<file path="config.mk">
export PLATFORM = sky130hd
export DESIGN_NAME = mem_arbiter
export DESIGN_NICKNAME = d
export VERILOG_FILES = /design/src/rtl/mem_arbiter.sv
export SDC_FILE = /design/constraint.sdc
export NUM_CORES = 1
export LEC_CHECK = 0
export CORE_MARGIN = 2
export CORE_UTILIZATION = 47
export CTS_CLUSTER_SIZE = 25
export DETAILED_ROUTE_END_ITERATION = 8
export PLACE_DENSITY = 0.86
export SYNTH_ARGS = -nofsm -noshare
export SYNTH_HDL_FRONTEND = slang
export SYNTH_SLANG_ARGS = --single-unit
</file>
<file path="constraint.sdc">
create_clock -name clk -period 6.6 [get_ports clk]
set_clock_uncertainty 0.2 [all_clocks]
set_input_delay 0.99 -clock clk [delete_from_list [all_inputs] [get_ports clk]]
set_output_delay 0.99 -clock clk [all_outputs]
set_load 0.005 [all_outputs]
</file>
<file path="src/rtl/mem_arbiter.sv">
// Round-robin arbiter sharing one synchronous memory port between the CPU FSM
// (port 0) and the program loader (port 1); each access is IDLE -> ISSUE -> RESP.
module mem_arbiter #(
   parameter int ADDR_W = 10,
   parameter int DATA_W = 32
) (
   input  logic              clk,
   input  logic              reset,
   input  logic              cpu_req,
   input  logic              cpu_we,
   input  logic [ADDR_W-1:0] cpu_addr,
   input  logic [DATA_W-1:0] cpu_wdata,
   output logic [DATA_W-1:0] cpu_rdata,
   output logic              cpu_ack,
   input  logic              ldr_req,
   input  logic              ldr_we,
   input  logic [ADDR_W-1:0] ldr_addr,
   input  logic [DATA_W-1:0] ldr_wdata,
   output logic [DATA_W-1:0] ldr_rdata,
   output logic              ldr_ack,
   output logic              mem_en,
   output logic              mem_we,
   output logic [ADDR_W-1:0] mem_addr,
   output logic [DATA_W-1:0] mem_wdata,
   input  logic [DATA_W-1:0] mem_rdata,
   output logic              busy,
   output logic              owner
);

   typedef enum logic [1:0] {IDLE, ISSUE, RESP} state_t;

   state_t              state_q, state_d;
   logic                mem_en_q, mem_en_d;
   logic                mem_we_q, mem_we_d;
   logic [ADDR_W-1:0]   mem_addr_q, mem_addr_d;
   logic [DATA_W-1:0]   mem_wdata_q, mem_wdata_d;
   logic                owner_q, owner_d;
   logic                last_q, last_d;
   logic [DATA_W-1:0]   cpu_rdata_q, cpu_rdata_d;
   logic [DATA_W-1:0]   ldr_rdata_q, ldr_rdata_d;
   logic                take_ldr;

   // On a tie the loader wins only if the CPU was served last.
   assign take_ldr = ldr_req && (!cpu_req || !last_q);

   always_comb begin
      // NOTE: every next-state signal gets a default first so no path leaves it unassigned (no latches).
      state_d     = state_q;
      mem_en_d    = 1'b0;
      mem_we_d    = mem_we_q;
      mem_addr_d  = mem_addr_q;
      mem_wdata_d = mem_wdata_q;
      owner_d     = owner_q;
      last_d      = last_q;
      cpu_rdata_d = cpu_rdata_q;
      ldr_rdata_d = ldr_rdata_q;
      unique case (state_q)
         IDLE: begin
            if (cpu_req || ldr_req) begin
               state_d     = ISSUE;
               mem_en_d    = 1'b1;
               owner_d     = take_ldr;
               mem_we_d    = take_ldr ? ldr_we    : cpu_we;
               mem_addr_d  = take_ldr ? ldr_addr  : cpu_addr;
               mem_wdata_d = take_ldr ? ldr_wdata : cpu_wdata;
            end
         end
         ISSUE: state_d = RESP;
         RESP: begin
            state_d = IDLE;
            last_d  = owner_q;
            if (!mem_we_q) begin
               if (owner_q) ldr_rdata_d = mem_rdata;
               else         cpu_rdata_d = mem_rdata;
            end
         end
         default: state_d = IDLE;
      endcase
   end

   // NOTE: state registers use non-blocking assignments so every flop samples pre-edge values.
   always_ff @(posedge clk or posedge reset) begin
      if (reset) begin
         state_q     <= IDLE;
         mem_en_q    <= 1'b0;
         mem_we_q    <= 1'b0;
         mem_addr_q  <= '0;
         mem_wdata_q <= '0;
         owner_q     <= 1'b0;
         last_q      <= 1'b1;
         cpu_rdata_q <= '0;
         ldr_rdata_q <= '0;
      end else begin
         state_q     <= state_d;
         mem_en_q    <= mem_en_d;
         mem_we_q    <= mem_we_d;
         mem_addr_q  <= mem_addr_d;
         mem_wdata_q <= mem_wdata_d;
         owner_q     <= owner_d;
         last_q      <= last_d;
         cpu_rdata_q <= cpu_rdata_d;
         ldr_rdata_q <= ldr_rdata_d;
      end
   end

   assign mem_en    = mem_en_q;
   assign mem_we    = mem_we_q;
   assign mem_addr  = mem_addr_q;
   assign mem_wdata = mem_wdata_q;
   assign owner     = owner_q;
   assign busy      = (state_q != IDLE);
   assign cpu_ack   = (state_q == RESP) && !owner_q;
   assign ldr_ack   = (state_q == RESP) &&  owner_q;

   // Read data bypasses straight from the memory during the ack cycle.
   assign cpu_rdata = (cpu_ack && !mem_we_q) ? mem_rdata : cpu_rdata_q;
   assign ldr_rdata = (ldr_ack && !mem_we_q) ? mem_rdata : ldr_rdata_q;

endmodule

</file>
==> metrics.csv <==
stage,metric,value,unit
status,status,completed,
synth,"Warnings, synthesis",0,
routing,via count,3819,
clock_tree,Root Buffer,clkbuf_16,
finish,most frequent cells in the layout,"clkdlybuf4s50_1, mux2_2, dfrtp_1",
sta,FMAX,244,MHz
flow_run,max-cap viol count,0,
routing,drt drc,0,
grt,largest net degree at the start of global routing,65,
setup_path,Setup CP Type,flip-flop to output port,
power_and_ir_drop,"Power, Total",3.74,mW
placed_design,Post-DP HPWL,9.78,mm
finish,fin cells,764,
power_and_ir_drop,Peak VDD IR,239,uV
sta,final worst-path cycle share,0.622,
setup_path,Worst path max stage delay,0.57,ns
floorplan,Die W,116,um
synth,average size of a mapped cell,16.1,sq um
setup_path,"CP delay by family, top",buffers and inverters,
finish,design area,8500,sq um
sta,final hold violations,0,
setup_path,Worst setup startpoint,owner,
routing,Initial DRC Count,130,
clock_tree,CTS tree,done,
clock_tree,Post-CTS Hold Buffers,0,
power_and_ir_drop,switching power,1.03,mW
floorplan,io pins,234,
power_and_ir_drop,PwrDens,440,nW/um^2
setup_path,WP data arrival,2.91,ns
grt,vias in the first global route,4014,
placed_design,cell total after placement,749,
synth,Syn Nets,487,
clock_tree,Worst-Skew Late Latency,0.33,ns
setup_path,CP max-delay cell,buf_4,
placed_design,RD Place Congestion,0.741,
clock_tree,CTS Buf Count,9,
setup_path,crit path launch type,flip-flop,
synth,sequential share of the synthesized area,0.477,
floorplan,Starting Density,0.485,
placed_design,Port-buffer cells,233,
setup_path,data required time of the critical path,5.41,ns
power_and_ir_drop,Sw Share,0.276,
synth,"flops & latches, synth",112,
routing,routed len/inst,17.2,um
sta,final worst setup slack,2.50,ns
min_path,hold path start,last_q,
routing,drt via density,5.00,
finish,Layout Nets,714,
sta,Slew @ Worst Pin,0.802,ns
grt,first-pass GRT wire length,20.2,mm
synth,Post-Syn Area,5880,sq um
floorplan,Die H,116,um
synth,Post-Syn Instances,365,
finish,"most common cell after layout, fill and taps aside",clkdlybuf4s50_1,
placed_design,DP Worst Slack,2.87,ns
placed_design,Post-DP Area,8200,sq um
power_and_ir_drop,sequential group share of total power,0.330,
finish,synth-to-layout area growth,44.6,%
floorplan,die area,13400,sq um
clock_tree,htree depth,3,
setup_path,Worst Path Max Fanout,45,
min_path,Hold Path Class,flip-flop to flip-flop,
clock_tree,post-CTS sizing,0,
routing,post-route ant nets,0,
sta,setup TNS,0,ns
setup_path,CP bufs+invs,2,
setup_path,Setup crit end kind,output port,
sta,fin crit period,4.10,ns
routing,DRT Wirelength,13.1,mm
grt,initial antenna violation count,0,
synth,post-synthesis cell type count,20,
floorplan,Rows,40,
finish,ant diodes,0,
routing,drt first pass iters,3,
floorplan,core area,12100,sq um
min_path,Worst Hold Depth,2,
setup_path,CP Cell Sequence,"nand3b_1, nor2_4, buf_4, mux2_2, clkdlybuf4s50_1",
power_and_ir_drop,clock power share,0.144,
clock_tree,Post-CTS Setup Bufs,0,
sta,Max Slew Vio Count,0,
power_and_ir_drop,leakage power,3.63,nW
sta,final setup vio count,0,
setup_path,cell count of the worst reg-to-reg path,4,
grt,GRT Total Usage,0.194,
sta,unrepaired setup endpoints after global routing,no,
setup_path,Critical Path Stages,5,
clock_tree,"CTS clk-pin slew, worst paths",0.07,ns
setup_path,FF-to-FF Start,owner,
finish,layout cells sized above 1,0.396,
power_and_ir_drop,Int Pwr,2.71,mW
grt,total gr overflow,0,
sta,Slew headroom,0.465,
clock_tree,CTS sink cnt,112,
power_and_ir_drop,combinational fraction of design power,0.526,
clock_tree,clk buf depth,2,
==> layer usage <==
metal | up-vias | wire length, um | GRT usage
met3 | 25 | 832 | 0.0460
li1 | 1766 | - | -
met4 | 0 | 362 | 0.0802
met2 | 158 | 6630 | 0.335
met5 | - | 0 | 0
met1 | 1870 | 5300 | 0.233
==> path summary, 6_finish.rpt <==
check | endpoint | slack, ns
setup / recovery | ldr_rdata[8] | 2.50
setup reg to reg | ldr_rdata_q[27] | 4.15
hold reg to reg | last_q | 0.27
max in group asynchronous | ldr_rdata_q[29] | 4.09
min in group asynchronous | mem_wdata[28] | 0.91
hold / removal | last_q | 0.27
==> sequential cells by signal, indices dropped and copies added (netlist names) <==
| register | cells |
|---|---|
| mem_en | 1 |
| mem_we | 1 |
| ldr_rdata_q | 32 |
| mem_wdata | 32 |
| mem_addr | 10 |
| state_q | 2 |
| last_q | 1 |
| cpu_rdata_q | 32 |
| owner | 1 |
==> logic make-up after synthesis <==
kind of cell	count (synthesis)	share of synthesized area
mux	214	0.460
flops	112	0.477
buf+inv	26	0.0471
simple gates	9	0.0106
compound gates	4	0.00532
==> power by group through the flow <==
stage	clock [mW]	combinational [mW]	sequential, mW
2_1_floorplan	0	1.05	1.21
3_3_place_gp	0	1.94	1.22
3_5_place_dp	0	1.99	1.24
4_1_cts	0.554	2.00	1.24
5_1_grt	0.581	2.10	1.28
6_report	0.538	1.97	1.23
==> layout make-up <==
| type | count | area, sq um |
|---|---|---|
| clock inverters | 5 | 57.6 |
| inverters | 4 | 17.5 |
| fillers | 855 | 3620 |
| clock buffers | 10 | 239 |
| repair buffers | 238 | 2370 |
| flip-flops and latches | 112 | 2800 |
| multi-input cells | 227 | 2800 |
| well taps | 168 | 210 |
==> stage by stage <==
stage	utilization	hold slack [ns]
floorplan	-	0.239
global placement	0.677	0.257
detailed placement	0.677	0.261
CTS	0.701	0.268
global route	0.701	0.304
finish	0.701	0.268
==> cells in the mapped netlist (all sizes together) <==
cell type | count | area, sq um
o21a | 2 | 15.0
nor2 | 3 | 18.8
dfrtp | 111 | 2780
inv | 4 | 15.0
nand2b | 1 | 6.26
dfstp | 1 | 26.3
a21bo | 1 | 10.0
nor2b | 1 | 6.26
nor3 | 1 | 16.3
o22ai | 1 | 6.26
nand3b | 1 | 7.51
mux2 | 214 | 2700
nand2 | 2 | 7.51
buf | 22 | 262
==> worst register-to-register path: cells and delay by family, from the launching register on <==
| kind | cells | cell delay [ns] |
|---|---|---|
| multiplexers | 1 | 0.43 |
| flip-flops | 1 | 0.46 |
| AND/OR/NAND/NOR | 2 | 0.68 |
| buffers and inverters | 1 | 0.57 |
Note: power is estimated with default switching activity, not from simulation.
